[src/rtl/jedro_1_ifu_pkg.sv]
// jedro_1 shared definitions.
// Boot vector, canonical NOP and the fetch-buffer entry layout.
package jedro_1_defines;

  localparam int unsigned XLEN = 32;

  localparam logic [XLEN-1:0] BOOT_ADDR = 32'h0000_0000;
  localparam logic [XLEN-1:0] INSTR_NOP = 32'h0000_0013;

  typedef struct packed {
    logic [XLEN-1:0] addr;
    logic [XLEN-1:0] instr;
  } fetch_entry_t;

endpackage

[src/rtl/jedro_1_ifu_fifo.sv]
// jedro_1 prefetch FIFO.
// Synchronous buffer; flush beats push and pop.
module jedro_1_fifo #(
  parameter  int WIDTH = 64,
  parameter  int DEPTH = 4,
  localparam int AW    = $clog2(DEPTH),
  localparam int CW    = AW + 1
) (
  input  logic             clk_i,
  input  logic             rstn_i,
  input  logic             push_i,
  input  logic             pop_i,
  input  logic             flush_i,
  input  logic [WIDTH-1:0] data_i,
  output logic [WIDTH-1:0] data_o,
  output logic             full_o,
  output logic             empty_o,
  output logic [CW-1:0]    count_o
);

  logic [WIDTH-1:0] mem_q [DEPTH];
  logic [AW-1:0]    wptr_q;
  logic [AW-1:0]    rptr_q;
  logic [CW-1:0]    count_q;
  logic             do_push;
  logic             do_pop;

  assign full_o  = (count_q == CW'(DEPTH));
  assign empty_o = (count_q == '0);
  assign count_o = count_q;
  assign data_o  = mem_q[rptr_q];

  // At full, a push is only taken together with a pop.
  assign do_pop  = pop_i & ~empty_o;
  assign do_push = push_i & (~full_o | do_pop);

  always_ff @(posedge clk_i or negedge rstn_i) begin
    if (!rstn_i) begin
      wptr_q  <= '0;
      rptr_q  <= '0;
      count_q <= '0;
      for (int i = 0; i < DEPTH; i++) begin
        mem_q[i] <= '0;
      end
    end else if (flush_i) begin
      wptr_q  <= '0;
      rptr_q  <= '0;
      count_q <= '0;
    end else begin
      if (do_push) begin
        mem_q[wptr_q] <= data_i;
        wptr_q        <= wptr_q + AW'(1);
      end
      if (do_pop) begin
        rptr_q <= rptr_q + AW'(1);
      end
      unique case ({do_push, do_pop})
        2'b10:   count_q <= count_q + CW'(1);
        2'b01:   count_q <= count_q - CW'(1);
        default: count_q <= count_q;
      endcase
    end
  end

endmodule

[src/rtl/jedro_1_ifu.sv]
// jedro_1 instruction fetch unit.
// PC, one-deep ROM request tracking, prefetch buffer, redirect flush.
module jedro_1_ifu
  import jedro_1_defines::*;
#(
  parameter int              DATA_WIDTH = 32,
  parameter int              ADDR_WIDTH = 32,
  parameter logic [ADDR_WIDTH-1:0] BOOT_ADDR = jedro_1_defines::BOOT_ADDR,
  parameter int              FIFO_DEPTH = 4
) (
  input  logic                  clk_i,
  input  logic                  rstn_i,
  output logic [ADDR_WIDTH-1:0] instr_mem_addr_o,
  output logic                  instr_mem_en_o,
  input  logic [DATA_WIDTH-1:0] instr_mem_rdata_i,
  output logic [DATA_WIDTH-1:0] instr_o,
  output logic [ADDR_WIDTH-1:0] instr_addr_o,
  output logic                  instr_valid_o,
  input  logic                  decoder_ready_i,
  input  logic                  jmp_instr_i,
  input  logic [ADDR_WIDTH-1:0] jmp_address_i
);

  localparam int EW = ADDR_WIDTH + DATA_WIDTH;
  localparam int CW = $clog2(FIFO_DEPTH) + 1;
  localparam logic [CW:0] DEPTH_L = (CW+1)'(FIFO_DEPTH);

  logic [ADDR_WIDTH-1:0] pc_q, pc_d;
  logic [ADDR_WIDTH-1:0] req_addr_q, req_addr_d;
  logic                  inflight_q, inflight_d;
  logic                  squash_q, squash_d;
  logic [CW-1:0]         count;
  logic [CW:0]           occ;
  logic                  full, empty;
  logic                  issue, push, pop;
  logic [EW-1:0]         wdata, rdata;
  logic                  unused_jmp_lsb;

  assign unused_jmp_lsb = ^{jmp_address_i[1:0], full};

  assign occ = {1'b0, count} + {{CW{1'b0}}, inflight_q};

  // Gated by rstn_i so the ROM sees no request while reset is held.
  assign issue = rstn_i & ~jmp_instr_i & (occ < DEPTH_L);
  assign push  = inflight_q & ~squash_q & ~jmp_instr_i;
  assign pop   = instr_valid_o & decoder_ready_i;

  assign instr_mem_en_o   = issue;
  assign instr_mem_addr_o = pc_q;
  assign instr_valid_o    = ~empty & ~jmp_instr_i;
  assign wdata            = {req_addr_q, instr_mem_rdata_i};
  assign instr_addr_o     = rdata[EW-1:DATA_WIDTH];
  assign instr_o          = rdata[DATA_WIDTH-1:0];

  always_comb begin
    pc_d       = pc_q;
    req_addr_d = req_addr_q;
    inflight_d = issue;
    squash_d   = jmp_instr_i & inflight_q;
    unique case (1'b1)
      jmp_instr_i: pc_d = {jmp_address_i[ADDR_WIDTH-1:2], 2'b00};
      issue: begin
        pc_d       = pc_q + ADDR_WIDTH'(4);
        req_addr_d = pc_q;
      end
      default: ;
    endcase
  end

  always_ff @(posedge clk_i or negedge rstn_i) begin
    if (!rstn_i) begin
      pc_q       <= BOOT_ADDR;
      req_addr_q <= BOOT_ADDR;
      inflight_q <= 1'b0;
      squash_q   <= 1'b0;
    end else begin
      pc_q       <= pc_d;
      req_addr_q <= req_addr_d;
      inflight_q <= inflight_d;
      squash_q   <= squash_d;
    end
  end

  jedro_1_fifo #(
    .WIDTH (EW),
    .DEPTH (FIFO_DEPTH)
  ) u_fifo (
    .clk_i   (clk_i),
    .rstn_i  (rstn_i),
    .push_i  (push),
    .pop_i   (pop),
    .flush_i (jmp_instr_i),
    .data_i  (wdata),
    .data_o  (rdata),
    .full_o  (full),
    .empty_o (empty),
    .count_o (count)
  );

endmodule

[config.mk]
export PLATFORM = sky130hd
export DESIGN_NAME = jedro_1_ifu
export DESIGN_NICKNAME = d
export VERILOG_FILES = /design/src/rtl/jedro_1_ifu_pkg.sv /design/src/rtl/jedro_1_ifu_fifo.sv /design/src/rtl/jedro_1_ifu.sv
export SDC_FILE = /design/constraint.sdc
export NUM_CORES = 1
export LEC_CHECK = 0
export BUFFER_PORTS_ARGS = -buffer_cell sky130_fd_sc_hd__buf_4
export CORE_MARGIN = 4
export CORE_UTILIZATION = 25
export DETAILED_ROUTE_END_ITERATION = 10
export PLACE_DENSITY = 0.42
export REMOVE_ABC_BUFFERS = 1
export SLEW_MARGIN = 30
export SYNTH_ARGS = -nofsm -noshare
export SYNTH_HDL_FRONTEND = slang
export SYNTH_SLANG_ARGS = --single-unit
[constraint.sdc]
create_clock -name clk_i -period 3.23 [get_ports clk_i]
set_clock_uncertainty 0.2 [all_clocks]
set_input_delay 0.646 -clock clk_i [delete_from_list [all_inputs] [get_ports clk_i]]
set_output_delay 0.646 -clock clk_i [all_outputs]
set_load 0.03 [all_outputs]
**Word-level counts from Yosys, hierarchy flattened**

Index checks and enable logic that the tools add are counted.

- Reductions and logical operators: 7
- Muxes and demuxes: 13
- Bitwise operators: 16
- Magnitude comparators: 4
- Eq/ne operators: 3
- Add/sub/neg operators: 6

Operators by type and width:

| kind | count |
|---|---|
| 256-bit bitwise mux | 1 |
| 64-bit 2-to-1 mux | 3 |
| 64-bit binary-select mux with 2-bit select | 1 |
| 64-bit demux with 2-bit select | 1 |
| 32-bit one-hot mux with 2 select lines | 1 |
| 32-bit by 3-bit adder with 32-bit output (second input constant) | 1 |
| 1-bit bitwise AND | 9 |
| 2-bit 2-to-1 mux | 4 |
| 3-bit greater-or-equal comparator (second input constant) | 2 |
| 2-bit NOT with 3-bit output | 2 |
| 3-bit one-hot mux with 2 select lines | 1 |
| 2-bit nonzero test | 3 |
| 2-bit by 1-bit adder with 2-bit output (second input constant) | 2 |
| 3-bit by 1-bit adder with 4-bit output | 1 |
| 4-bit by 3-bit less-than comparator with 1-bit output (second input constant) | 1 |
| 1-bit NOT | 4 |
| 3-bit by 1-bit adder with 3-bit output (second input constant) | 1 |
| 3-bit == test (second input constant) | 1 |
| 3-bit logical NOT | 1 |
| 3-bit by 1-bit less-than comparator with 1-bit output (second input constant) | 1 |
| 3-bit 2-to-1 mux | 1 |
| 3-bit nonzero test | 1 |
| 3-bit by 1-bit subtractor with 3-bit output (second input constant) | 1 |
| 2-bit by 1-bit == test with 1-bit output (second input constant) | 1 |
| 4 further kinds | 4 |

- Word-level logic and storage cells: 60
- Register bits: 329

**Longest topological paths before layout**

- Depth in word-level cells: 10
- Mapped depth: 8
- Depth with buffers taken out: 6

**Modules after synthesis**

A second synthesis with hierarchy kept.

- Cells, all modules: 1006
- Area total of the unflattened synthesis: 14844.2 sq um

Modules (own cells, without submodules):

| module | sequential area each (sq um) | times used | cells each | area each (sq um) |
|---|---|---|---|---|
| jedro_1_fifo | 6581.3 | 1 | 679 | 11959.0 |
| jedro_1_ifu | 1551.5 | 1 | 327 | 2885.3 |

**Worst setup path before layout**

No wires, ideal clock.

- Path kind: in2out
- Start: in jmp_instr_i
- End: out instr_mem_en_o
- Cell stages on the path: 5
- Buffers on the path: 2
- Arrival: 1706 ps
- Setup slack: 678 ps
- Required time: 2384 ps
- Cells stage by stage: nor2_1 -> nand3_1 -> inv_1 -> buf_2 -> buf_1

- Cells in the longest elaborated chain, start to end: 3

Ends and longest elaborated chain:

| what | line | text |
|---|---|---|
| start: declaration | jedro_1_ifu.sv:20 | `input logic jmp_instr_i,` |
| 1-bit NOT (no source line) | -- |  |
| 1-bit bitwise AND (2 in a row) | jedro_1_ifu.sv:44 | `assign issue = rstn_i & ~jmp_instr_i & (occ < DEPTH_L);` |
| end: declaration | jedro_1_ifu.sv:14 | `output logic instr_mem_en_o,` |

No other way between the ends.

**Final worst setup path**

- Start: in rstn_i
- End: out instr_mem_en_o

- Cells in the longest elaborated chain, start to end: 2

Ends and longest elaborated chain:

| what | line | text |
|---|---|---|
| start: declaration | jedro_1_ifu.sv:12 | `input logic rstn_i,` |
| 1-bit bitwise AND (2 in a row) | jedro_1_ifu.sv:44 |  |

No other way between the ends.

==> run_results.csv <==
group,metric,value,unit
run_status,status,"finished clean",
place,dp_cells,1889,
synth,synth_cells,982,
place,portBuffers,159,
floorplan,start_util,25.3,%
pwr,p_comb_share,24.9,%
global_routing,gr-total-overflow,0,
setup_path,required,2380,ps
clocking,cts_made_buffers,42,
clocking,htree_levels,2,
synth,yosysUniqueCellTypes,57,
setup_path,reg2reg_depth,6,
pwr,p_seq_share,38.7,%
worst_hold_path,hold-path-endpoint,"instr_mem_addr_o[26]",
synth,synth.most_common_cell,"dfrtp_1",
global_routing,grt_use_total,12.2,%
setup_path,crit_type,"input pin to primary output",
floorplan,rows,90,
pwr,peakVddDrop,295,uV
clocking,insertion_delay,560,ps
layout,finalNetCount,1226,
layout,drive_above_1_share,49.2,%
setup_path,worstPathMaxFanout,16,
setup_path,startpoint_type,"input pin",
place,place_hpwl,24900,microns
detailed_routing,post_drt_via_cell_ratio,4.48,
global_routing,antenna_found_initial,1,
setup_path,worst_path_max_delay_cell,"dlygate4sd3_1",
clocking,cts_tree,"built",
place,gp_congestion,0.721,
sta,max_freq,0.325,GHz
synth,synth_edf_count,0,
setup_path,path_delay_family,"buffers and inverters",
floorplan,die-area,65400,sq um
detailed_routing,dr_total_vias,8819,
layout,syn_to_final_growth,21.5,%
global_routing,first_global_vias,9577,
sta,period_share,95.3,%
detailed_routing,ant_nets,0,
synth,yosys_most_used_dff,"dfrtp_1",
synth,yosysSeqAreaShare,51.7,%
synth,synth_area_leaders,"dfrtp_1, mux2_4, mux4_2",
setup_path,r2r_end,"u_fifo.mem_q[64]",
floorplan,die-width,256,microns
clocking,clkTransAtPathRegs,60,ps
floorplan,coreArea,60600,sq um
synth,synth_top_area_share,51.7,%
detailed_routing,dr.pass1.iters,4,
setup_path,ff2ff_setup_slack,490,ps
synth,async_flop_share,100,%
synth,ys_seq_elements,317,
sta,setup_viol,0,
detailed_routing,routed_wl,40000,microns
global_routing,grt_pass1_wl,62700,microns
clocking,root_buffer,"clkbuf_16",
sta,maxSlewHeadroom,44.9,%
synth,syn_area_per_cell,15.6,sq um
synth,synth_area,15300,sq um
place,dpl-instance-area,17200,sq um
detailed_routing,drc,0,
sta,holdWs,103,ps
floorplan,io_pins,166,
setup_path,cp_cell_sequence,"dlygate4sd3_1 -> buf_8 -> nand3_2 -> inv_1 -> buf_4",
run,maxCapViolCount,0,
floorplan,die_h,256,microns
synth,synth-warning-count,0,
setup_path,endpoint_kind,"primary output",
pwr,internal-power,0.00949,W
setup_path,critPathMaxStageDelay,560,ps
clocking,clk_path_buf_depth,3,
detailed_routing,drt_iter0_drc,411,
sta,period_minus_slack,3080,ps
synth,yosysTopAreaCell,"dfrtp_1",
sta,maxSlewViolCount,0,
detailed_routing,wl_per_cell,20.3,microns
pwr,p_leak,8.45,nW
pwr,power.share.switching,29.6,%
setup_path,r2r-start,"inflight_q",
layout,n_antenna_cell,0,
pwr,power.density,723,nW/um^2
worst_hold_path,worstHoldStart,"jmp_address_i[26]",
worst_hold_path,min_path_type,"input pin to flip-flop",
clocking,cts.sinks,317,
sta,finalHoldViolCount,0,
layout,final_cells,1968,
pwr,net-switching-power,0.00399,W
worst_hold_path,worstHoldPathCells,3,
synth,ys_top_cells_by_count,"dfrtp_1, mux2_4, nand2_1, mux4_2, buf_12",
setup_path,critPathArrivalTime,2230,ps
layout,final_cell_area,18700,sq um
sta,tightest_slew,827,ps
pwr,power.share.clock,36.4,%
sta,rsz0062_at_grt,"false",
clocking,ctsResizeCount,0,
layout,post-route-util,30.8,%
global_routing,grt_max_degree,108,
setup_path,path_buf_inv,4,
-- timing repair --
item	in CTS	in global routing
buffers inserted	0	0
endpoints found under the hold margin	10	0
endpoints found under the setup margin	0	0
hold buffers	1	0
-- sequential cells by signal, summed over array words and instances, names as in the netlist --
signal and count:
req_addr_q 30, u_fifo.mem_q 248, instr_mem_addr_o 30, u_fifo.wptr_q 2
inflight_q 1, u_fifo.count_o 3, u_fifo.rptr_q 2, squash_q 1
-- how the worst max path moves through the flow --
| stage | from | endpoint | slack, ps | cells past startpoint |
|---|---|---|---|---|
| after floorplan | u_fifo.rptr_q[0] | instr_addr_o[10] | -900 | 1 |
| after global placement | inflight_q | u_fifo.mem_q[64] | 460 | 6 |
| after detailed placement | inflight_q | u_fifo.mem_q[64] | 450 | 6 |
| after CTS | u_fifo.rptr_q[1] | instr_o[2] | 30 | 3 |
| after global routing | rstn_i | instr_mem_en_o | 10 | 5 |
| final | rstn_i | instr_mem_en_o | 150 | 5 |
-- cells in the final DEF, fill, tap and decap left out, types with 9 or more instances in the layout --
cell type	Yosys	final
dfrtp_1	317	315
mux2_4	240	240
buf_4	4	175
nand2_1	117	117
mux4_2	62	62
clkbuf_16	0	42
nor2_1	22	22
nand3_1	18	17
o211ai_1	11	11
o21ai_0	10	10
o311ai_0	10	10
clkbuf_8	0	10
buf_12	24	10
clkinv_2	0	9
-- kinds of logic after synthesis --
kind of cell             synth area share (%)
AO/OA/AOI/OAI                            3.21
XOR/XNOR                                0.171
adder cells (fa/ha/maj)                 0.538
buffers and inverters                    4.76
flip-flops                               51.7
multiplexers                             33.6
other                                  0.0244
AND/OR/NAND/NOR                          6.02
-- per-stage QoR --
| step | setup slack (ps) | setup TNS (ps) | power [W] |
|---|---|---|---|
| finish | 150 | 0 | 0.0135 |
| global route | 12.1 | 0 | 0.0142 |
| CTS | 26.5 | 0 | 0.0138 |
| detailed placement | 447 | 0 | 0.00870 |
| global placement | 462 | 0 | 0.00866 |
| floorplan | -902 | -67410 | 0.00745 |
-- layout make-up --
cell class              count  area, sq um
flip-flops and latches    317         7940
repair buffers            187         1540
clock inverters            20          254
clock buffers              58         1210
well taps                 782          978
fillers                  6048        41900
multi-input cells         596         6700
inverters                   8         30.0
-- per-layer routing --
| layer | track usage (%) | vias up | wire, microns |
|---|---|---|---|
| li1 | - | 3929 | - |
| met1 | 17.5 | 4650 | 19400 |
| met2 | 18.4 | 187 | 17800 |
| met3 | 3.07 | 51 | 2070 |
| met4 | 3.09 | 2 | 678 |
| met5 | 0 | - | 20 |
-- power by group through the flow --
stage	combinational [W]	clock, W	sequential (W)
final	0.00335	0.00491	0.00522
after global routing	0.00359	0.00527	0.00532
after CTS	0.00344	0.00511	0.00522
after detailed placement	0.00344	0	0.00526
after global placement	0.00340	0	0.00526
after floorplan	0.00224	0	0.00521
-- worst register-to-register path: cells and delay by family, from the launching register on --
family	cells	cell delay [ps]
muxes	1	360
and+or+nand+nor	3	1180
DFF	1	350
AOI/OAI and AO/OA	1	260
buffers and inverters	1	280
Power figures use the tool's default switching activity.
